===== config.mk =====
export PLATFORM = sky130hd
export DESIGN_NAME = mem_arbiter_flat
export DESIGN_NICKNAME = d
export VERILOG_FILES = /design/src/rtl/mem_arb_pkg.sv /design/src/rtl/mem_arbiter_if.sv /design/src/rtl/mem_arb_timer.sv /design/src/rtl/mem_arbiter.sv /design/src/flat_wrapper.sv
export SDC_FILE = /design/constraint.sdc
export NUM_CORES = 1
export LEC_CHECK = 0
export CORE_ASPECT_RATIO = 1.4
export CORE_UTILIZATION = 43
export CTS_CLUSTER_SIZE = 10
export DETAILED_ROUTE_END_ITERATION = 10
export GPL_ROUTABILITY_DRIVEN = 0
export PLACE_DENSITY = 0.78
export SLEW_MARGIN = 10
export SYNTH_ARGS = -nofsm -noshare
export SYNTH_HDL_FRONTEND = slang
export SYNTH_SLANG_ARGS = --single-unit

===== constraint.sdc =====
create_clock -name clk -period 3.3 [get_ports clk]
set_clock_uncertainty 0.2 [all_clocks]
set_input_delay 0.495 -clock clk [delete_from_list [all_inputs] [get_ports clk]]
set_output_delay 0.495 -clock clk [all_outputs]
set_load 0.02 [all_outputs]

===== src/rtl/mem_arb_pkg.sv =====
// Shared types and constants for the unified memory-port arbiter.
// Holds the FSM encoding, access-width codes and the default timeout.
package mem_arb_pkg;

    typedef enum logic [1:0] {
        S_IDLE    = 2'd0,
        S_BUSY_MA = 2'd1,
        S_BUSY_IF = 2'd2,
        S_RESP    = 2'd3
    } arb_state_t;

    localparam logic [2:0] MEM_W_BYTE = 3'b000;
    localparam logic [2:0] MEM_W_HALF = 3'b001;
    localparam logic [2:0] MEM_W_WORD = 3'b010;

    localparam int TIMEOUT_CYCLES_DEFAULT = 255;

endpackage


===== src/rtl/mem_arbiter_if.sv =====
// Bundle of fetch, data-access and memory-port signals around the arbiter.
// slave = arbiter side, master = requesters plus memory model side.
interface mem_arbiter_if;

    logic        if_req;
    logic [31:0] if_addr;
    logic        if_cancel;
    logic [31:0] if_rdata;
    logic        if_done;

    logic        ma_req;
    logic        ma_we;
    logic [2:0]  ma_width;
    logic [31:0] ma_addr;
    logic [31:0] ma_wdata;
    logic [31:0] ma_rdata;
    logic        ma_done;

    logic        mem_req;
    logic        mem_we;
    logic [2:0]  mem_width;
    logic [31:0] mem_addr;
    logic [31:0] mem_wdata;
    logic        mem_ack;
    logic [31:0] mem_rdata;

    logic        stall;
    logic        timeout_err;

    modport slave (
        input  if_req, if_addr, if_cancel,
        input  ma_req, ma_we, ma_width, ma_addr, ma_wdata,
        input  mem_ack, mem_rdata,
        output if_rdata, if_done, ma_rdata, ma_done,
        output mem_req, mem_we, mem_width, mem_addr, mem_wdata,
        output stall, timeout_err
    );

    modport master (
        output if_req, if_addr, if_cancel,
        output ma_req, ma_we, ma_width, ma_addr, ma_wdata,
        output mem_ack, mem_rdata,
        input  if_rdata, if_done, ma_rdata, ma_done,
        input  mem_req, mem_we, mem_width, mem_addr, mem_wdata,
        input  stall, timeout_err
    );

endinterface


===== src/rtl/mem_arb_timer.sv =====
// Busy-cycle counter used to abort a hung memory transaction.
// Only exists when MEM_ARB_TIMEOUT_EN is defined.
`ifdef MEM_ARB_TIMEOUT_EN
module mem_arb_timer #(
    parameter int LIMIT = 255
) (
    input  logic clk,
    input  logic reset,
    input  logic clear,
    input  logic enable,
    output logic expired
);

    localparam int W = (LIMIT > 1) ? $clog2(LIMIT) : 1;

    logic [W-1:0] cnt;

    // Count cycles while enabled; restart whenever cleared.
    always_ff @(posedge clk) begin
        if (reset || clear) begin
            cnt <= '0;
        end else if (enable) begin
            cnt <= cnt + W'(1);
        end
    end

    // Fires during the LIMIT-th enabled cycle.
    assign expired = enable && (cnt == W'(LIMIT - 1));

endmodule
`endif


===== src/rtl/mem_arbiter.sv =====
// Arbitrates fetch and data-access requests onto one memory port.
// Optional busy timeout enabled by defining MEM_ARB_TIMEOUT_EN.
module mem_arbiter
    import mem_arb_pkg::*;
#(
    parameter int TIMEOUT_CYCLES = TIMEOUT_CYCLES_DEFAULT
) (
    input logic          clk,
    input logic          reset,
    mem_arbiter_if.slave bus
);

    arb_state_t  state, state_n;
    logic        grant_ma;
    logic        cancel_q;
    logic        mem_req_q;
    logic        mem_we_q;
    logic [2:0]  mem_width_q;
    logic [31:0] mem_addr_q;
    logic [31:0] mem_wdata_q;
    logic [31:0] rdata_buf;
    logic [31:0] if_rdata_q;
    logic [31:0] ma_rdata_q;

    logic busy;
    logic expired;
    logic tmo_hit;
    logic in_if;
    logic cancel_any;
    logic if_done_c;
    logic ma_done_c;
    logic busy_n;

    assign busy    = (state == S_BUSY_MA) || (state == S_BUSY_IF);
    assign tmo_hit = busy && expired && !bus.mem_ack;

`ifdef MEM_ARB_TIMEOUT_EN
    logic timeout_q;

    mem_arb_timer #(
        .LIMIT(TIMEOUT_CYCLES)
    ) u_timer (
        .clk    (clk),
        .reset  (reset),
        .clear  (!busy),
        .enable (busy),
        .expired(expired)
    );

    // Sticky record that some transaction was aborted.
    always_ff @(posedge clk) begin
        if (reset) begin
            timeout_q <= 1'b0;
        end else if (tmo_hit) begin
            timeout_q <= 1'b1;
        end
    end

    assign bus.timeout_err = timeout_q;
`else
    assign expired         = 1'b0;
    assign bus.timeout_err = 1'b0;
`endif

    // State register.
    always_ff @(posedge clk) begin
        if (reset) begin
            state <= S_IDLE;
        end else begin
            state <= state_n;
        end
    end

    // Next state plus response qualifiers; MA wins ties in IDLE.
    always_comb begin
        state_n    = state;
        busy_n     = 1'b0;
        in_if      = 1'b0;
        cancel_any = 1'b0;
        if_done_c  = 1'b0;
        ma_done_c  = 1'b0;
        unique case (state)
            S_IDLE: begin
                if (bus.ma_req) begin
                    state_n = S_BUSY_MA;
                end else if (bus.if_req) begin
                    state_n = S_BUSY_IF;
                end
            end
            S_BUSY_MA, S_BUSY_IF: begin
                if (bus.mem_ack || expired) begin
                    state_n = S_RESP;
                end
            end
            S_RESP: begin
                state_n = S_IDLE;
            end
            default: begin
                state_n = S_IDLE;
            end
        endcase
        busy_n     = (state_n == S_BUSY_MA) || (state_n == S_BUSY_IF);
        in_if      = (state == S_BUSY_IF) || ((state == S_RESP) && !grant_ma);
        cancel_any = in_if && (cancel_q || bus.if_cancel);
        if_done_c  = (state == S_RESP) && !grant_ma && !cancel_any;
        ma_done_c  = (state == S_RESP) && grant_ma;
    end

    // Command capture on grant, read data capture on completion.
    always_ff @(posedge clk) begin
        if (reset) begin
            grant_ma    <= 1'b0;
            cancel_q    <= 1'b0;
            mem_req_q   <= 1'b0;
            mem_we_q    <= 1'b0;
            mem_width_q <= 3'b000;
            mem_addr_q  <= 32'h0;
            mem_wdata_q <= 32'h0;
            rdata_buf   <= 32'h0;
            if_rdata_q  <= 32'h0;
            ma_rdata_q  <= 32'h0;
        end else begin
            mem_req_q <= busy_n;
            if ((state == S_IDLE) && busy_n) begin
                grant_ma <= (state_n == S_BUSY_MA);
                if (state_n == S_BUSY_MA) begin
                    mem_we_q    <= bus.ma_we;
                    mem_width_q <= bus.ma_width;
                    mem_addr_q  <= bus.ma_addr;
                    mem_wdata_q <= bus.ma_wdata;
                end else begin
                    mem_we_q    <= 1'b0;
                    mem_width_q <= MEM_W_WORD;
                    mem_addr_q  <= bus.if_addr;
                end
            end
            if (busy && (state_n == S_RESP)) begin
                rdata_buf <= tmo_hit ? 32'h0 : bus.mem_rdata;
                if (grant_ma) begin
                    ma_rdata_q <= tmo_hit ? 32'h0 : bus.mem_rdata;
                end
            end
            if (state == S_RESP) begin
                cancel_q <= 1'b0;
            end else if ((state == S_BUSY_IF) && bus.if_cancel) begin
                cancel_q <= 1'b1;
            end
            if (if_done_c) begin
                if_rdata_q <= rdata_buf;
            end
        end
    end

    assign bus.mem_req   = mem_req_q;
    assign bus.mem_we    = mem_we_q;
    assign bus.mem_width = mem_width_q;
    assign bus.mem_addr  = mem_addr_q;
    assign bus.mem_wdata = mem_wdata_q;
    assign bus.if_done   = if_done_c;
    assign bus.ma_done   = ma_done_c;
    assign bus.if_rdata  = if_done_c ? rdata_buf : if_rdata_q;
    assign bus.ma_rdata  = ma_rdata_q;
    assign bus.stall     = (bus.ma_req && !ma_done_c) ||
                           (bus.if_req && !if_done_c);

endmodule


===== src/flat_wrapper.sv =====
// flat-port wrapper written by rule: the top's interface ports become plain ports
module mem_arbiter_flat import mem_arb_pkg::*;
#(
    parameter int TIMEOUT_CYCLES = TIMEOUT_CYCLES_DEFAULT
)
  (clk, reset, bus_if_req, bus_if_addr, bus_if_cancel, bus_ma_req, bus_ma_we, bus_ma_width, bus_ma_addr, bus_ma_wdata, bus_mem_ack, bus_mem_rdata, bus_if_rdata, bus_if_done, bus_ma_rdata, bus_ma_done, bus_mem_req, bus_mem_we, bus_mem_width, bus_mem_addr, bus_mem_wdata, bus_stall, bus_timeout_err);
  mem_arbiter_if bus_i ();
  input logic clk;
  input logic reset;
  input wire logic [$bits(bus_i.if_req)-1:0] bus_if_req;
  input wire logic [$bits(bus_i.if_addr)-1:0] bus_if_addr;
  input wire logic [$bits(bus_i.if_cancel)-1:0] bus_if_cancel;
  input wire logic [$bits(bus_i.ma_req)-1:0] bus_ma_req;
  input wire logic [$bits(bus_i.ma_we)-1:0] bus_ma_we;
  input wire logic [$bits(bus_i.ma_width)-1:0] bus_ma_width;
  input wire logic [$bits(bus_i.ma_addr)-1:0] bus_ma_addr;
  input wire logic [$bits(bus_i.ma_wdata)-1:0] bus_ma_wdata;
  input wire logic [$bits(bus_i.mem_ack)-1:0] bus_mem_ack;
  input wire logic [$bits(bus_i.mem_rdata)-1:0] bus_mem_rdata;
  output wire logic [$bits(bus_i.if_rdata)-1:0] bus_if_rdata;
  output wire logic [$bits(bus_i.if_done)-1:0] bus_if_done;
  output wire logic [$bits(bus_i.ma_rdata)-1:0] bus_ma_rdata;
  output wire logic [$bits(bus_i.ma_done)-1:0] bus_ma_done;
  output wire logic [$bits(bus_i.mem_req)-1:0] bus_mem_req;
  output wire logic [$bits(bus_i.mem_we)-1:0] bus_mem_we;
  output wire logic [$bits(bus_i.mem_width)-1:0] bus_mem_width;
  output wire logic [$bits(bus_i.mem_addr)-1:0] bus_mem_addr;
  output wire logic [$bits(bus_i.mem_wdata)-1:0] bus_mem_wdata;
  output wire logic [$bits(bus_i.stall)-1:0] bus_stall;
  output wire logic [$bits(bus_i.timeout_err)-1:0] bus_timeout_err;
  assign bus_i.if_req = bus_if_req;
  assign bus_i.if_addr = bus_if_addr;
  assign bus_i.if_cancel = bus_if_cancel;
  assign bus_i.ma_req = bus_ma_req;
  assign bus_i.ma_we = bus_ma_we;
  assign bus_i.ma_width = bus_ma_width;
  assign bus_i.ma_addr = bus_ma_addr;
  assign bus_i.ma_wdata = bus_ma_wdata;
  assign bus_i.mem_ack = bus_mem_ack;
  assign bus_i.mem_rdata = bus_mem_rdata;
  assign bus_if_rdata = bus_i.if_rdata;
  assign bus_if_done = bus_i.if_done;
  assign bus_ma_rdata = bus_i.ma_rdata;
  assign bus_ma_done = bus_i.ma_done;
  assign bus_mem_req = bus_i.mem_req;
  assign bus_mem_we = bus_i.mem_we;
  assign bus_mem_width = bus_i.mem_width;
  assign bus_mem_addr = bus_i.mem_addr;
  assign bus_mem_wdata = bus_i.mem_wdata;
  assign bus_stall = bus_i.stall;
  assign bus_timeout_err = bus_i.timeout_err;
  mem_arbiter #(.TIMEOUT_CYCLES(TIMEOUT_CYCLES)) u_core (.clk(clk), .reset(reset), .bus(bus_i));
endmodule

[Word-level counts from Yosys, hierarchy flattened]
Cells that the tools add are included.
Word-level totals
  register bits after elaboration: 169
  input bits: 138
  word-level logic and storage cells: 48
  output and inout bits: 137
Operators by class
  eq/ne operators: 6
  muxes and demuxes: 8
  reduce and logical (&&, ||, !) cells: 23
Operators with widths (count)
  $mux 32: 2
  $logic_and 1x1->1: 9
  $eq 2x2->1 const B: 4
  $mux 2: 3
  $pmux 2 s3: 1
  $logic_or 1x1->1: 5
  $eq 2x1->1 const B: 2
  $logic_not 1->1: 4
  $reduce_and 2->1: 2
  $reduce_or 2->1: 2
  $mux 3: 1
  $logic_not 2->1: 1
  $mux 1: 1

[Logic depth before layout (Yosys ltp)]
Gate-level depths: netlist (run 1).
  depth after elaboration: 9
  mapped depth: 12
  depth with buffers taken out: 9

[Least setup slack after synthesis (run 1)]
Ideal clock, no wire load.
  path type: reg2reg
  start: reg u_core.state[0]
  end: reg u_core.mem_addr_q[15] (netlist: u_core.bus.mem_addr[15])
  required time: 2.962 ns
  cell stages (with the launch flop): 13
  period minus slack after synthesis: 2.769 ns
  path slack: 0.531 ns
  library setup time: 0.138 ns
  arrival time: 2.431 ns
  cells stage by stage: dfxtp_1 -> inv_1 -> ha_1 -> buf_2 -> mux2_2 -> o221ai_1 -> inv_1 -> ha_1 -> and2_1 -> clkbuf_1 -> buf_2 -> buf_1 -> a211oi_1
On the way
  word-level cells in the longest chain between the ends: 6
Ends and longest elaborated chain
  start, declared: RTL line mem_arbiter.sv:13  | arb_state_t state, state_n;
  start signal, assigned: RTL line mem_arbiter.sv:70  | state <= state_n;
  $eq 2x2->1 or $eq 2x1->1 (tied branches): RTL line mem_arbiter.sv:82  | unique case (state)
  $reduce_or 2->1: RTL line mem_arbiter.sv:82
  $pmux 2 s3 *: RTL line mem_arbiter.sv:82
  via u_core.state_n[1]: RTL line mem_arbiter.sv:13
  $eq 2x1->1 or $eq 2x2->1 (tied branches): RTL line mem_arbiter.sv:102  | busy_n = (state_n == S_BUSY_MA) || (state_n == S_BUSY_IF);
  $logic_or 1x1->1 *: RTL line mem_arbiter.sv:102
  via u_core.busy_n: RTL line mem_arbiter.sv:32  | logic busy_n;
  $logic_and 1x1->1 *: RTL line mem_arbiter.sv:124  | if ((state == S_IDLE) && busy_n) begin
  end signal, assigned: RTL line mem_arbiter.sv:129  | mem_addr_q <= bus.ma_addr;
  end signal, assigned: RTL line mem_arbiter.sv:134  | mem_addr_q <= bus.if_addr;
  end, declared: RTL line mem_arbiter.sv:19  | logic [31:0] mem_addr_q;
The timed path passes the listed nets; every way through them passes the cells marked *.
A chain may end at the register's enable or synchronous reset.

[Worst setup path after layout (run 1)]
  start: reg u_core.state[1]
  end: out bus_if_rdata[25]
On the way
  word-level cells in the longest chain between the ends: 7
Ends and longest elaborated chain
  $eq 2x2->1: RTL line mem_arbiter.sv:103, mem_arbiter.sv:105
  $logic_and 1x1->1: RTL line mem_arbiter.sv:103, mem_arbiter.sv:105
  $logic_or 1x1->1: RTL line mem_arbiter.sv:103  | in_if = (state == S_BUSY_IF) || ((state == S_RESP) && !grant_ma);
  $logic_and 1x1->1: RTL line mem_arbiter.sv:104  | cancel_any = in_if && (cancel_q || bus.if_cancel);
  $logic_not 1->1: RTL line mem_arbiter.sv:105  | if_done_c = (state == S_RESP) && !grant_ma && !cancel_any;
  $logic_and 1x1->1 *: RTL line mem_arbiter.sv:105
  $mux 32 *: RTL line mem_arbiter.sv:161  | assign bus.if_rdata = if_done_c ? rdata_buf : if_rdata_q;
  end, declared: RTL line flat_wrapper.sv:20  | output wire logic [$bits(bus_i.if_rdata)-1:0] bus_if_rdata;
Mark *: on every way between the ends. The rest lies on a longest branch, timed or not.

==> results of run 1 <==
## layout by cell type (no fill, tap or decap), drive strengths merged
cell / Yosys / final
clkinv: 0 / 4
clkbuf: 45 / 18
mux2: 33 / 33
and2: 4 / 4
nand2: 202 / 202
and3: 1 / 1
dfxtp: 169 / 169
o22ai: 1 / 1
clkinvlp: 0 / 1
a31oi: 1 / 1
dlymetal6s2s: 0 / 1
nor2: 34 / 34
o21ai: 1 / 1
bufinv: 0 / 1
nor2b: 7 / 7
conb: 1 / 1
nand3: 5 / 5
a21oi: 101 / 101
nor3: 2 / 2
o221ai: 1 / 1
a211oi: 32 / 32
clkdlybuf4s50: 0 / 271
ha: 5 / 5
nor3b: 1 / 1
inv: 5 / 14
nor4b: 1 / 1
mux2i: 32 / 32
and2b: 28 / 28
buf: 12 / 18
## repair_timing
item,in CTS,in global routing
buffers inserted,0,1
hold buffers,0,0
resized for setup,0,4
setup endpoints to repair,0,5
## per-layer routing
metal,global-route usage (%),wire [um],share of wire [%]
met5,0,0,0
met4,12.0,714,3.9
met3,6.57,1160,6.4
met2,41.0,9400,52
met1,24.4,6870,38
## through the flow
stage | setup slack (ps) | instances
after global routing | -3.15 | 1179
after detailed placement | 129 | 1144
after floorplan | 531 | 724
after global placement | 164 | 1144
after CTS | 63.7 | 1176
final | 120 | 1179
## critical path: cells and delay by family, from the launching register on
kind	cells	cell delay, ps
fa+ha+maj	1	210
buf+inv	3	950
flops	1	370
mux	1	330
simple gates	1	200
## flip-flops by register name, indices dropped and copies added, names as in the netlist
name and count:
u_core.bus.mem_req 1, u_core.grant_ma 1, u_core.bus.mem_we 1, u_core.cancel_q 1, u_core.if_rdata_q 32, u_core.state 2
u_core.bus.ma_rdata 32, u_core.rdata_buf 32, u_core.bus.mem_wdata 32, u_core.bus.mem_width 3, u_core.bus.mem_addr 32
## area by class of cell
type,count,area (sq um),share of cell area (%)
inverter,5,18.8,0.186
clock buffer,17,425,4.23
multi-input combinational,493,2880,28.6
sequential,169,3380,33.6
timing repair buffer,291,2950,29.3
clock inverter,15,176,1.75
tap,189,236,2.35
## where the power goes
part           leakage, uW  total, uW  switching [uW]  internal [uW]
Clock             0.000293       2000             915           1090
Sequential         0.00137       2450             137           2310
Combinational      0.00211       1980            1060            920
Total              0.00377       6430            2110           4320
## worst max-delay path by stage
stage | start | to | slack, ps | depth (start not counted)
after detailed placement | bus_if_cancel | bus_if_rdata[0] | 130 | 5
after global routing | u_core.state[1]$_SDFF_PP0_ | bus_if_rdata[10] | -3 | 6
after global placement | bus_if_cancel | bus_if_rdata[0] | 160 | 5
after floorplan | u_core.state[0]$_SDFF_PP0_ | u_core.bus.mem_addr[15]$_SDFFE_PP0P_ | 530 | 12
final | u_core.state[1]$_SDFF_PP0_ | bus_if_rdata[25] | 120 | 6
after CTS | u_core.state[1]$_SDFF_PP0_ | bus_if_rdata[0] | 60 | 5
## kinds of logic (layout without fill, tap and decap cells)
logic type,count (synthesis),count (layout)
and+or+nand+nor,285,285
DFF,169,169
AOI/OAI and AO/OA,137,137
muxes,65,65
buffers and inverters,62,328
adders and majority gates,5,5
other,1,1
==> flow_summary.json, run 1 <==
{
  "synthArstFlopShare_pct": 0,
  "clkTransAtPathRegs_ps": 70,
  "layout_min_cycle_time_ps": 3180,
  "grt_start_max_net_pins": 60,
  "cts-root-buf": "clkbuf_16",
  "pin_count": 275,
  "ys_seq_elements": 169,
  "core-area_sq_mm": 0.0146,
  "syn_avg_cell_area_sq_um": 9.01,
  "syn_nets": 867,
  "synthSimpleGateAreaFrac_pct": 19.0,
  "wl_per_cell_um": 15.4,
  "ys_seq_area_share_pct": 51.9,
  "synth-compound-area-share_pct": 11.8,
  "slew_violations": 0,
  "drc": 0,
  "synth_most_common_cell": "nand2_1",
  "cpMaxStageDelayCell": "clkdlybuf4s50_1",
  "vias": 5686,
  "area_delta_synth_final_pct": 54.4,
  "finalSetupViolCount": 0,
  "synth_cells": 724,
  "gr-total-overflow": 0,
  "cts_buffers": 17,
  "critPathMaxStageDelay_ps": 540,
  "ys_warn_count": 0,
  "htreeDepth": 4,
  "grt_pass1_wl_um": 28200,
  "drive_gt1_share_pct": 8.79,
  "p_per_area_mw_per_mm2": 638,
  "min_path_cells": 2,
  "period_share_pct": 96.4,
  "ir_drop_uv": 502,
  "postRouteAntennaNets": 0,
  "final_cell_area_sq_mm": 0.0101,
  "cts_sinks": 169,
  "synth_cell_types": 28,
  "p_leak_uw": 0.00377,
  "max_slew_margin_pct": 57.4,
  "tns_ps": 0,
  "antenna_cells": 0,
  "synth_top_area_share_pct": 51.9,
  "synth_fa_ha_area_share_pct": 0.959,
  "core.rowCount": 52,
  "synth_area_leader_cell": "dfxtp_1",
  "max_freq_mhz": 314,
  "synth_xor_area_share_pct": 0,
  "max_cap_violations": 0,
  "ys_top_cells_by_area": "dfxtp_1 52%, nand2_1 12%, a21oi_1 7.7%, mux2_4 6.4%, mux2i_1 4.9%",
  "hold_violations": 0,
  "worstSetupPathType": "reg2out",
  "clock_path_buffers": 2,
  "status": "finished, final reports clean",
  "insertion_delay_ps": 420,
  "min_from": "u_core.bus.mem_wdata[1]$_SDFFE_PP0P_",
  "cts_tree": "done",
  "min_to": "u_core.bus.mem_wdata[1]$_SDFFE_PP0P_",
  "hold_path.class": "reg2reg",
  "startpoint_type": "flip-flop",
  "r2r_end": "u_core.bus.mem_addr[0]$_SDFFE_PP0P_",
  "drt_wl_total_um": 18100,
  "cp_max_fo": 8,
  "whs_ps": 252,
  "fp.dieArea_sq_mm": 0.0157,
  "regToRegStartpoint": "u_core.state[0]$_SDFF_PP0_",
  "fin_util_pct": 68.8,
  "synth_top_family_by_area": "simple AND/OR/NAND/NOR gates",
  "drtIter0Drc": 158,
  "synthTopCellsByCount": "202 x nand2_1, 169 x dfxtp_1, 101 x a21oi_1",
  "place_area_sq_mm": 0.00942,
  "yosys-mux-area-fraction_pct": 12.2,
  "vias_per_cell": 4.82,
  "nFillCells": 1183,
  "syn-cell-area_sq_mm": 0.00652,
  "synth_edf_count": 0,
  "crit_chain": "ha_1 > nor4b_4 > buf_4 > buf_6 > mux2_4 > clkdlybuf4s50_1",
  "synth_flop_cell": "dfxtp_1",
  "total_power_uw": 6430,
  "grtUsageTotal_pct": 23.0,
  "dr.pass1.iters": 4,
  "antenna_found_initial": 0,
  "worst_setup_path_end_kind": "output port",
  "cp.required_ps": 2600,
  "io_buffers": 273,
  "worst_pin_slew_ps": 638,
  "reg2reg_slack_ps": 410,
  "die_width_um": 106,
  "nNetsFinal": 1120,
  "cp.arrival_ps": 2490,
  "reg2reg_depth": 10,
  "die_h_um": 148,
  "grt_pass1_vias": 5602,
  "initial_core_util_pct": 44.6,
  "dp_hpwl_um": 12800
}
(Power assumes the default switching activity.)
==> run 2, diff against run 1 <==
--- a/config.mk
+++ b/config.mk
@@ -5,13 +5,15 @@
 export SDC_FILE = /design/constraint.sdc
 export NUM_CORES = 1
 export LEC_CHECK = 0
+export CELL_PAD_IN_SITES_DETAIL_PLACEMENT = 1
+export CELL_PAD_IN_SITES_GLOBAL_PLACEMENT = 2
 export CORE_ASPECT_RATIO = 1.4
-export CORE_UTILIZATION = 43
+export CORE_UTILIZATION = 22
 export CTS_CLUSTER_SIZE = 10
 export DETAILED_ROUTE_END_ITERATION = 10
 export GPL_ROUTABILITY_DRIVEN = 0
-export PLACE_DENSITY = 0.78
-export SLEW_MARGIN = 10
+export PLACE_DENSITY = 0.74
+export SLEW_MARGIN = 25
 export SYNTH_ARGS = -nofsm -noshare
 export SYNTH_HDL_FRONTEND = slang
 export SYNTH_SLANG_ARGS = --single-unit
==> constraint.sdc (replaced) <==
create_clock -name clk -period 2.6 [get_ports clk]
set_clock_uncertainty 0.2 [all_clocks]
set_input_delay 0.39 -clock clk [delete_from_list [all_inputs] [get_ports clk]]
set_output_delay 0.39 -clock clk [all_outputs]
set_load 0.02 [all_outputs]
==> run 2 against run 1 <==
  * The run now ends with setup timing left
  * Largest power group is now combinational logic
  * Highest routed layer unchanged
  * Combinational power up 84%
  * Design area up 12%
  * Critical path type unchanged
  * Power rose by 45%
  * Worst hold slack got worse by 33 ps
  * Sequential power rose by 27%
  * Via count grew 6.8%
  * Global-route usage is 7.1 points lower
==> flow_summary.json, run 2 (synthesized netlist as in run 1, its figures left out) <==
{
  "status": "finished with violations",
  "violations": "setup timing",
  "io_buffers": 273,
  "htreeDepth": 4,
  "area_delta_synth_final_pct": 72.9,
  "max_freq_mhz": 384,
  "cp_max_fo": 8,
  "insertion_delay_ps": 420,
  "nFillCells": 3271,
  "worstSetupPathType": "reg2out",
  "final_cell_mix": "238 x clkdlybuf4s50_1, 200 x nand2_1, 167 x dfxtp_1",
  "core.rowCount": 74,
  "wl_per_cell_um": 17.7,
  "gr-total-overflow": 0,
  "cts_buffers": 17,
  "seq_power_share_pct": 33.4,
  "worst_setup_path_end_kind": "output port",
  "drtIter0Drc": 167,
  "final_common_cell": "clkdlybuf4s50_1",
  "max_cap_violations": 0,
  "initial_core_util_pct": 22.4,
  "whs_ps": 220,
  "cp.required_ps": 2010,
  "die_h_um": 206,
  "hold_violations": 0,
  "comb_power_share_pct": 39.0,
  "nNetsFinal": 1167,
  "grtUsageTotal_pct": 15.9,
  "grt_pass1_vias": 6227,
  "power_switching_uw": 3000,
  "clkTransAtPathRegs_ps": 60,
  "die_width_um": 148,
  "cts-root-buf": "clkbuf_16",
  "postRouteAntennaNets": 0,
  "pre_cts_ws_ps": -377,
  "clkPwrFrac_pct": 27.6,
  "layout_min_cycle_time_ps": 2600,
  "slew_violations": 0,
  "clock_path_buffers": 2,
  "vias": 6070,
  "setup_ws_ps": -4.92,
  "p_per_area_mw_per_mm2": 827,
  "drt_wl_total_um": 25000,
  "drive_gt1_share_pct": 18.3,
  "cts_sinks": 169,
  "cts_tree": "done",
  "dp_hpwl_um": 15900,
  "switching_share_pct": 32.1,
  "period_share_pct": 100,
  "pin_count": 275,
  "ir_drop_uv": 351,
  "cp.arrival_ps": 2010,
  "finalSetupViolCount": 4,
  "grt_pass1_wl_um": 36200,
  "dr.pass1.iters": 4,
  "vias_per_cell": 4.28,
  "p_leak_uw": 0.00424,
  "rsz0062_at_grt": "true",
  "hold_path.class": "in2reg",
  "core-area_sq_mm": 0.0292,
  "antenna_found_initial": 0,
  "drc": 0,
  "fp.dieArea_sq_mm": 0.0304,
  "intPower_uw": 6330,
  "fin_util_pct": 38.7,
  "startpoint_type": "flip-flop",
  "grt_start_max_net_pins": 39,
  "antenna_cells": 0
}
==> run 2: worst max-delay path, cell delays in order, from the launching register on <==
cell and delay [ps]:
dfxtp_4 370, ha_4 140, nor4b_4 200, buf_6 170
buf_12 110, buf_12 140, mux2_4 320, buf_6 130
==> run 2: metal layers <==
layer | up-vias | part of all wire (%) | global-route usage (%)
li1 | 2997 | - | -
met1 | 2881 | 38 | 16.8
met2 | 169 | 56 | 30.3
met3 | 23 | 4.3 | 3.92
met4 | 0 | 1.8 | 5.67
met5 | - | 0 | 0
==> run 2: stage by stage <==
stage                     total power [uW]  instance area, sq um  instances  TNS [ps]
after global placement                5920                  9870       1354    -14670
after floorplan                       4570                  6540        724         0
final                                 9330                 11300       1417     -10.3
after global routing                  9840                 11300       1417     -3770
after detailed placement              5940                  9870       1354    -17480
after CTS                             8960                 10900       1406     -1570
==> run 2: timing repair <==
item                       4_1_cts  5_1_grt
resized for setup              226       38
setup buffers                   12        4
gates cloned                     8        9
setup endpoints to repair       60      123
hold buffers                     0        0
pin swaps                        5       31
==> run 2: power groups by stage <==
stage               registers, uW  clock network [uW]  logic, uW
floorplan                    3530                   0       1040
global placement             3160                   0       2760
detailed placement           3170                   0       2770
CTS                          3120                2670       3170
global route                 3160                2780       3900
finish                       3120                2570       3640
==> run 2: cell type report <==
class,count,area (sq um),share of cell area (%)
clock buffers,27,503,4.46
clock inverters,5,83.8,0.743
inverters,5,18.8,0.166
multi-input cells,493,3060,27.1
flip-flops and latches,169,3390,30.1
well taps,380,475,4.22
repair buffers,338,3750,33.2
==> run 2: path summary, 6_finish.rpt <==
check | startpoint | end | slack [ps] | cells after the start
setup / recovery | u_core.state[0]$_SDFF_PP0_ | bus_if_rdata[22] | -5 | 7
hold reg to reg | u_core.bus.ma_rdata[20]$_SDFFE_PP0P_ | u_core.bus.ma_rdata[20]$_SDFFE_PP0P_ | 250 | 2
hold / removal | reset | u_core.bus.ma_rdata[26]$_SDFFE_PP0P_ | 220 | 2
setup reg to reg | u_core.state[1]$_SDFF_PP0_ | u_core.bus.mem_addr[31]$_SDFFE_PP0P_ | 40 | 12
==> run 3, diff against run 2 <==
==> constraint.sdc (replaced) <==
create_clock -name clk -period 2.6 [get_ports clk]
set_clock_uncertainty 0.2 [all_clocks]
set_input_delay 0.26 -clock clk [delete_from_list [all_inputs] [get_ports clk]]
set_output_delay 0.26 -clock clk [all_outputs]
set_load 0.02 [all_outputs]
==> run 3 against run 2 <==
  * Sequential power about the same
  * The run now ends clean
  * Non-clock buffer count is 23 lower
  * Critical path depth fell by 1
  * Combinational power down 16%
  * Worst setup slack better by 130 ps
  * Sequential cell count unchanged
  * Critical path type unchanged
  * Design area down 4.4%
  * Final cell count down 1.4%
  * Clock-buffer cell count down 7
  * Utilization fell by 1.7 points
  * Die area is the same
==> flow_summary.json, run 3 (synthesized netlist as in run 1, its figures left out) <==
{
  "status": "finished, final reports clean",
  "clkTransAtPathRegs_ps": 70,
  "p_leak_uw": 0.00403,
  "max_freq_mhz": 405,
  "htreeDepth": 4,
  "final_cell_mix": "238 x clkdlybuf4s50_1, 202 x nand2_1, 167 x dfxtp_1",
  "vias": 5887,
  "max_slew_margin_pct": 64.3,
  "drc": 0,
  "hold_violations": 0,
  "dr.pass1.iters": 4,
  "cp.arrival_ps": 2010,
  "intPower_uw": 5810,
  "clkPwrFrac_pct": 29.2,
  "nFillCells": 3320,
  "grt_pass1_vias": 6075,
  "vias_per_cell": 4.21,
  "fp.dieArea_sq_mm": 0.0304,
  "clock_path_buffers": 2,
  "startpoint_type": "flip-flop",
  "wl_per_cell_um": 16.6,
  "placed_cells": 1348,
  "antenna_found_initial": 3,
  "postRouteAntennaNets": 0,
  "insertion_delay_ps": 440,
  "final_common_cell": "clkdlybuf4s50_1",
  "rsz0062_at_grt": "true",
  "core.rowCount": 74,
  "comb_power_share_pct": 35.0,
  "nNetsFinal": 1144,
  "gr-total-overflow": 0,
  "core-area_sq_mm": 0.0292,
  "hold_path.class": "in2reg",
  "max_cap_violations": 0,
  "seq_power_share_pct": 35.8,
  "cts-root-buf": "clkbuf_16",
  "worst_pin_slew_ps": 535,
  "dp_hpwl_um": 15500,
  "slew_violations": 0,
  "hold_buffers": 0,
  "worstSetupPathType": "reg2out",
  "cp_max_fo": 5,
  "pin_count": 275,
  "cp.required_ps": 2140,
  "period_share_pct": 95.1,
  "cts_buffers": 17,
  "grt_pass1_wl_um": 34900,
  "cts_tree": "done",
  "grtUsageTotal_pct": 15.4,
  "worst_setup_path_end_kind": "output port",
  "drive_gt1_share_pct": 16.8,
  "drtIter0Drc": 189,
  "switching_share_pct": 33.3,
  "io_buffers": 273,
  "finalSetupViolCount": 0,
  "power_switching_uw": 2900,
  "die_h_um": 206,
  "p_per_area_mw_per_mm2": 808,
  "layout_min_cycle_time_ps": 2470,
  "ir_drop_uv": 411,
  "initial_core_util_pct": 22.4,
  "die_width_um": 148,
  "drt_wl_total_um": 23200,
  "grt_start_max_net_pins": 52,
  "instances_no_fill": 1397,
  "cts_sinks": 169,
  "area_delta_synth_final_pct": 65.3,
  "fin_util_pct": 37.0
}
run 3: cell types whose count changed in the layout (fill, tap and decap cells not counted), moves of 6 or more:
cell / change
a211oi_1: -8
a211oi_2: +7
clkbuf_1: -6
buf_6: -19
buf_2: +10
clkbuf_16: -7
run 3: path summary, 6_finish.rpt:
path | depth (start not counted) | slack (ps) | to | start
worst max-delay path | 6 | 130 | bus_if_rdata[4] | u_core.state[0]$_SDFF_PP0_
worst min-delay path | 2 | 110 | u_core.bus.ma_rdata[24]$_SDFFE_PP0P_ | reset
worst max register to register | 10 | 150 | u_core.bus.mem_addr[29]$_SDFFE_PP0P_ | u_core.state[1]$_SDFF_PP0_
worst min register to register | 2 | 250 | u_core.bus.mem_we$_SDFFE_PP0P_ | u_core.bus.mem_we$_SDFFE_PP0P_
run 3: timing repair:
action	in CTS	in global routing
endpoints found under the setup margin	55	92
pin swaps	1	2
gates cloned	5	1
gates resized for setup	176	43
setup buffers	9	2
endpoints found under the hold margin	0	0
run 3: layout make-up:
| type | instances | area [sq um] | area share (%) |
|---|---|---|---|
| multi-input combinational | 493 | 3020 | 28.0 |
| clock buffer | 20 | 467 | 4.33 |
| sequential | 169 | 3390 | 31.4 |
| clock inverter | 12 | 116 | 1.08 |
| timing repair buffer | 315 | 3290 | 30.5 |
| inverter | 5 | 18.8 | 0.174 |
| tap | 380 | 475 | 4.41 |
| antenna | 3 | 7.51 | 0.0696 |
run 3: worst max-delay path: stages (launching register included):
cell	delay, ps
dfxtp_4	370
ha_4	130
nor4b_4	230
buf_4	240
buf_12	140
mux2_4	300
buf_2	160
run 3: power by group through the flow:
stage,registers [uW],clock network [uW],logic [uW]
6_report,3120,2540,3050
5_1_grt,3160,2760,3290
4_1_cts,3120,2660,2930
3_5_place_dp,3170,0,2760
3_3_place_gp,3160,0,2750
2_1_floorplan,3530,0,1040
run 3: routing by layer:
layer	up-vias	track usage (%)	part of all wire (%)
li1	2946	-	-
met1	2757	16.5	39
met2	164	28.4	54
met3	20	4.17	4.5
met4	0	6.41	1.6
met5	-	0	0
run 3: metrics by stage:
step	power, uW	TNS (ps)	worst slack, ps	hold slack, ps	cell area, sq um
final	8710	0	129	105	10800
after CTS	8710	-151	-21.2	68.2	10600
after global routing	9210	-4.62	-4.62	106	10800
after detailed placement	5940	-2860	-126	247	9850
after floorplan	4570	0	1.46	196	6540
after global placement	5910	-2150	-104	239	9850
